## config.mk

```make
export PLATFORM = sky130hd
export DESIGN_NAME = mem_port_arbiter
export DESIGN_NICKNAME = d
export VERILOG_FILES = /design/src/rtl/mem_port_arbiter_pkg.sv /design/src/rtl/mem_port_arbiter_starve_counter.sv /design/src/rtl/mem_port_arbiter.sv
export SDC_FILE = /design/constraint.sdc
export NUM_CORES = 1
export LEC_CHECK = 0
export CORE_AREA = 2 2 313 315
export CTS_CLUSTER_DIAMETER = 150
export DETAILED_ROUTE_END_ITERATION = 10
export DIE_AREA = 0 0 315 317
export HOLD_SLACK_MARGIN = 0.12
export PLACE_DENSITY_LB_ADDON = 0.15
export SLEW_MARGIN = 20
export SYNTH_ARGS = -nofsm -noshare
export SYNTH_HDL_FRONTEND = slang
export SYNTH_SLANG_ARGS = --single-unit
export TNS_END_PERCENT = 10
```

## constraint.sdc

```tcl
create_clock -name clk -period 8 [get_ports clk]
set_input_delay 1.6 -clock clk [delete_from_list [all_inputs] [get_ports clk]]
set_output_delay 1.6 -clock clk [all_outputs]
set_load 0.02 [all_outputs]
```

## src/rtl/mem_port_arbiter_pkg.sv

```systemverilog
// Shared definitions for the I/D backing-memory port arbiter.
// State encodings stay plain localparams so older blocks can compare against them directly.
package mem_port_arbiter_pkg;

    typedef logic [1:0] state_t;

    localparam state_t ST_IDLE  = 2'd0;
    localparam state_t ST_ISSUE = 2'd1;
    localparam state_t ST_WAIT  = 2'd2;
    localparam state_t ST_RESP  = 2'd3;

    // Wide enough for any starvation limit in 1..15.
    localparam int STARVE_W = 4;

    function automatic int line_off_w(input int line_bits);
        return $clog2(line_bits / 8);
    endfunction

endpackage

```

## src/rtl/mem_port_arbiter_starve_counter.sv

```systemverilog
// Saturating count of cycles a pending I request has lost arbitration.
module arb_starve_counter
    import mem_port_arbiter_pkg::*;
#(
    parameter int LIMIT = 4
) (
    input  logic clk,
    input  logic reset,
    input  logic inc,
    input  logic clear,
    output logic at_limit
);

    localparam logic [STARVE_W-1:0] LIMIT_V = STARVE_W'(LIMIT);

    logic [STARVE_W-1:0] count_q;
    logic [STARVE_W-1:0] count_d;

    always_comb begin
        count_d = count_q;
        if (clear) begin
            count_d = '0;
        end else if (inc && (count_q != LIMIT_V)) begin
            count_d = count_q + 1'b1;
        end
    end

    always_ff @(posedge clk) begin
        if (reset) begin
            count_q <= '0;
        end else begin
            count_q <= count_d;
        end
    end

    assign at_limit = (count_q == LIMIT_V);

endmodule

```

## src/rtl/mem_port_arbiter.sv

```systemverilog
// Arbitrates the shared line-wide memory port between I-fetch refill and D-cache traffic.
// One transaction in flight; D has priority unless a waiting I request has starved.
module mem_port_arbiter
    import mem_port_arbiter_pkg::*;
#(
    parameter int ADDR_W       = 32,
    parameter int LINE_BITS    = 128,
    parameter int STARVE_LIMIT = 4
) (
    input  logic                 clk,
    input  logic                 reset,

    input  logic                 i_req_valid,
    input  logic [ADDR_W-1:0]    i_req_addr,
    output logic                 i_req_ready,
    output logic                 i_resp_valid,
    output logic [LINE_BITS-1:0] i_resp_data,

    input  logic                 d_req_valid,
    input  logic                 d_req_write,
    input  logic [ADDR_W-1:0]    d_req_addr,
    input  logic [LINE_BITS-1:0] d_req_wdata,
    output logic                 d_req_ready,
    output logic                 d_resp_valid,
    output logic [LINE_BITS-1:0] d_resp_data,

    output logic                 mem_req_valid,
    output logic                 mem_req_write,
    output logic [ADDR_W-1:0]    mem_req_addr,
    output logic [LINE_BITS-1:0] mem_req_wdata,
    input  logic                 mem_req_ready,
    input  logic                 mem_resp_valid,
    input  logic [LINE_BITS-1:0] mem_resp_data,

    output logic                 busy,
    output logic                 owner_d,
    output logic [31:0]          i_grant_cnt,
    output logic [31:0]          d_grant_cnt
);

    localparam int OFF_W = line_off_w(LINE_BITS);
    localparam logic [ADDR_W-1:0] OFF_MASK = {{(ADDR_W-OFF_W){1'b0}}, {OFF_W{1'b1}}};

    state_t               state_q,    state_d;
    logic [ADDR_W-1:0]    addr_q,     addr_d;
    logic                 write_q,    write_d;
    logic [LINE_BITS-1:0] wdata_q,    wdata_d;
    logic [LINE_BITS-1:0] data_q,     data_d;
    logic                 owner_is_d_q, owner_is_d_d;
    logic [31:0]          i_grant_q,  i_grant_d;
    logic [31:0]          d_grant_q,  d_grant_d;

    logic starve_at_limit;
    logic d_win;
    logic i_win;
    logic i_accept;
    logic d_accept;

    arb_starve_counter #(
        .LIMIT (STARVE_LIMIT)
    ) u_starve (
        .clk      (clk),
        .reset    (reset),
        .inc      (i_req_valid && !i_accept),
        .clear    (i_accept),
        .at_limit (starve_at_limit)
    );

    // Win flags imply the matching valid, so ready alone marks an accept.
    assign d_win    = d_req_valid && !(i_req_valid && starve_at_limit);
    assign i_win    = !d_win && i_req_valid;
    assign d_accept = (state_q == ST_IDLE) && d_win;
    assign i_accept = (state_q == ST_IDLE) && i_win;

    always_comb begin
        state_d      = state_q;
        addr_d       = addr_q;
        write_d      = write_q;
        wdata_d      = wdata_q;
        data_d       = data_q;
        owner_is_d_d = owner_is_d_q;
        i_grant_d    = i_grant_q + {31'b0, i_accept};
        d_grant_d    = d_grant_q + {31'b0, d_accept};

        case (state_q)
            ST_IDLE: begin
                if (d_accept || i_accept) begin
                    state_d      = ST_ISSUE;
                    owner_is_d_d = d_accept;
                    addr_d       = (d_accept ? d_req_addr : i_req_addr) & ~OFF_MASK;
                    write_d      = d_accept && d_req_write;
                    wdata_d      = d_accept ? d_req_wdata : '0;
                end
            end
            ST_ISSUE: begin
                if (mem_req_ready) begin
                    state_d = ST_WAIT;
                end
            end
            ST_WAIT: begin
                if (mem_resp_valid) begin
                    data_d  = write_q ? '0 : mem_resp_data;
                    state_d = ST_RESP;
                end
            end
            ST_RESP: begin
                state_d = ST_IDLE;
            end
            default: begin
                state_d = ST_IDLE;
            end
        endcase
    end

    always_ff @(posedge clk) begin
        if (reset) begin
            state_q      <= ST_IDLE;
            addr_q       <= '0;
            write_q      <= 1'b0;
            wdata_q      <= '0;
            data_q       <= '0;
            owner_is_d_q <= 1'b0;
            i_grant_q    <= '0;
            d_grant_q    <= '0;
        end else begin
            state_q      <= state_d;
            addr_q       <= addr_d;
            write_q      <= write_d;
            wdata_q      <= wdata_d;
            data_q       <= data_d;
            owner_is_d_q <= owner_is_d_d;
            i_grant_q    <= i_grant_d;
            d_grant_q    <= d_grant_d;
        end
    end

    assign i_req_ready   = i_accept;
    assign d_req_ready   = d_accept;

    assign mem_req_valid = (state_q == ST_ISSUE);
    assign mem_req_write = write_q;
    assign mem_req_addr  = addr_q;
    assign mem_req_wdata = wdata_q;

    assign i_resp_valid  = (state_q == ST_RESP) && !owner_is_d_q;
    assign d_resp_valid  = (state_q == ST_RESP) &&  owner_is_d_q;
    assign i_resp_data   = i_resp_valid ? data_q : '0;
    assign d_resp_data   = d_resp_valid ? data_q : '0;

    assign busy          = (state_q != ST_IDLE);
    assign owner_d       = owner_is_d_q;
    assign i_grant_cnt   = i_grant_q;
    assign d_grant_cnt   = d_grant_q;

endmodule
```

==> results.yml <==
status:
  status: "finished, final reports clean"
place:
  port_buffers: 802
  place_area_mm2: 0.0249
  dp_cells: 3903
  routabilityCongestion: 0.775
  dp.final_hpwl_um: 55900
pwr:
  seqPwrFrac: 0.347
  switching_share: 0.350
  p_int_w: 0.00401
  clkPwrFrac: 0.358
  peakVddDrop_v: 0.000166
  p_sw_w: 0.00216
  p_per_area_mw_per_mm2: 233
  p_leak_nw: 9.46
  power_frac_comb: 0.296
final_layout:
  areaGrowthSynthToFinish_pct: 67.3
  fillers: 10500
  final_area_mm2: 0.0265
  utilization: 0.275
  final_nets: 3014
  finalNonFillerCells: 3988
  drive_above_1_share: 0.0432
worst_setup_path:
  cp_max_fo: 45
  cp.required_ns: 6.40
  reg2reg_depth: 11
  start_kind: "input port"
  path_class: "input port to output port"
  cp_data_arrival_time_ns: 3.56
  worstSetupEndpointType: "output port"
sta:
  tightestPinTransition_ns: 1.10
  fin_skew_ns: 0.0224
  fmax_mhz: 194
  maxSlewViolCount: 0
  setup_viol: 0
  rsz0062_at_grt: "no"
  max_slew_margin: 0.267
  min_period_ns: 5.16
  setup_tns_ns: 0
  hold_violations: 0
  min_period_over_period: 0.645
  fin_hold_ws_ns: 0.463
floorplan:
  design.die.area_mm2: 0.0999
  die_w_um: 315
  coreArea_mm2: 0.0963
  row_count: 114
  die_h_um: 317
  start_util: 0.165
  ioPinCount: 815
yosys:
  synth_edf_count: 0
  yosys_warnings: 0
  syn-instance-count: 1999
  ys_ff_latch: 356
  syn_avg_cell_area_um2: 7.93
  yosysTopAreaCellShare: 0.450
  synthArstFlopShare: 0
  yosysSeqAreaShare: 0.450
  syn_area_mm2: 0.0159
  yosysTopAreaCell: "dfxtp_1"
  ys.flop_type: "dfxtp_1"
  synth.distinct_cells: 42
  synth_area_leaders: "dfxtp_1, a21oi_1, nor3b_1"
detailed_routing:
  wl_per_cell_um: 19.4
  drt_drc_violations_left: 0
  dr.pass1.iters: 4
  ant_nets: 0
  wl_met2_um: 37800
  wl_met1_um: 30500
  drtIter0Drc: 789
  routed_wirelength_um: 77400
  dr.max_layer_used: "met5"
  via_per_inst: 4.28
  wl_met3_um: 7110
  vias: 17100
clock_tree:
  cts_tree: "yes"
  cts-buffers-inserted: 47
  post_cts_resized: 0
  cts_root_buffer: "clkbuf_16"
  clk_pin_slew_worst_paths_ns: 0.06
  clk_path_buf_depth: 3
  postCtsHoldBufs: 0
  cts_setup_buffers: 0
  numClockSinks: 356
  htreeDepth: 2
  clkLatencyLatePin_ns: 0.58
global_route:
  grt_max_degree: 214
  grt.overflow.total: 0
  grt_pass1_wl_um: 111000
  grt_pass1_vias: 16700
  antenna_found_initial: 17
  grt_usage: 0.146
worst_hold_path:
  holdPathStages: 2
  hold_path_class: "flip-flop to flip-flop"
run:
  drv_cap: 0
==> worst max-delay path: stages <==
cell and delay (ns):
clkdlybuf4s50_1 0.51, o211ai_1 0.22, inv_4 0.46, clkdlybuf4s50_1 0.71
==> power by group through the flow <==
stage	logic [W]	registers [W]	clock network, W
6_report	0.00182	0.00214	0.00221
5_1_grt	0.00200	0.00217	0.00238
4_1_cts	0.00186	0.00215	0.00231
3_5_place_dp	0.00186	0.00218	0
3_3_place_gp	0.00183	0.00217	0
2_1_floorplan	0.000857	0.00231	0
==> placed cells by master, fill, tap and decap left out, types with 3 or more instances in the layout <==
master / Yosys / final
xnor2_1: 19 / 19
dfxtp_1: 356 / 354
or3_1: 17 / 17
xor2_1: 8 / 8
nor4_1: 7 / 7
nand3_1: 177 / 177
mux2_2: 4 / 4
a311oi_1: 28 / 28
buf_4: 4 / 14
clkdlybuf4s50_1: 0 / 801
clkbuf_16: 0 / 49
o31ai_1: 15 / 15
nor3b_1: 128 / 128
bufinv_16: 0 / 5
nor2b_1: 9 / 8
a21oi_1: 292 / 292
nor2_1: 193 / 193
nor3_1: 8 / 8
and3_1: 131 / 131
clkbuf_8: 0 / 8
ha_1: 11 / 10
clkinv_2: 0 / 9
or2_2: 3 / 3
and2_1: 129 / 129
conb_1: 1 / 4
or4_1: 18 / 18
nand2_1: 177 / 175
o21ai_0: 17 / 17
nand4_1: 15 / 15
and4_1: 4 / 4
inv_1: 21 / 20
clkbuf_1: 170 / 9
==> cell type report <==
| cell class | instances | area [µm²] | area share |
|---|---|---|---|
| Antenna cell | 1 | 2.50 | 0.0000944 |
| Tap cell | 1276 | 1600 | 0.0602 |
| Sequential cell | 356 | 7130 | 0.269 |
| Inverter | 21 | 81.3 | 0.00307 |
| Clock buffer | 66 | 1370 | 0.0517 |
| Multi-Input combinational cell | 1431 | 7920 | 0.299 |
| Clock inverter | 18 | 228 | 0.00859 |
| Timing Repair Buffer | 819 | 8190 | 0.309 |
==> path summary, 6_finish.rpt <==
| check | slack [ns] | endpoint | start |
|---|---|---|---|
| max | 2.84 | d_req_ready | d_req_valid |
| min | 0.46 | mem_req_wdata[17] | mem_req_wdata[17] |
| max reg2reg | 3.87 | d_grant_cnt[28] | state_q[1] |
| min reg2reg | 0.46 | mem_req_wdata[17] | mem_req_wdata[17] |
==> synthesized netlist by cell type, types with 11 or more instances <==
cell type and number:
a311oi_1 28, nand4_1 15, or3_1 17, nand2_1 177
or4_1 18, o21ai_0 17, nor3b_1 128, ha_1 11
and3_1 131, buf_2 14, o31ai_1 15, dfxtp_1 356
nor2_1 193, xnor2_1 19, inv_1 21, clkbuf_1 170
and2_1 129, a21oi_1 292, nand3_1 177
==> routing by layer <==
layer | up-vias | global-route usage
met3 | 108 | 0.0553
met2 | 605 | 0.254
met4 | 28 | 0.0389
met5 | - | 0
li1 | 8231 | -
met1 | 8096 | 0.166
==> through the flow <==
step | total power, W | setup slack (ns)
detailed placement | 0.00404 | 2.79
finish | 0.00617 | 2.84
global placement | 0.00400 | 2.80
floorplan | 0.00316 | 3.54
CTS | 0.00632 | 2.76
global route | 0.00654 | 2.59
==> registers in the layout (all words and copies together), names as in the netlist <==
signal and cells:
mem_req_wdata 128, mem_req_addr 28, owner_d 1, mem_req_write 1, state_q 2, data_q 128
i_grant_cnt 32, u_starve.count_q 4, d_grant_cnt 32
==> kinds of logic (layout without fill, tap and decap cells) <==
logic type,Yosys count,after routing,synth area share
and+or+nand+nor,1028,1028,0.347
AOI/OAI and AO/OA,356,356,0.122
DFF,356,356,0.450
buffers and inverters,215,924,0.0539
xor gates and xnor gates,27,27,0.0149
adders and majority gates,11,11,0.00868
muxes,5,5,0.00347
other,1,5,0.000237
Note: power is estimated with default switching activity, not from simulation.
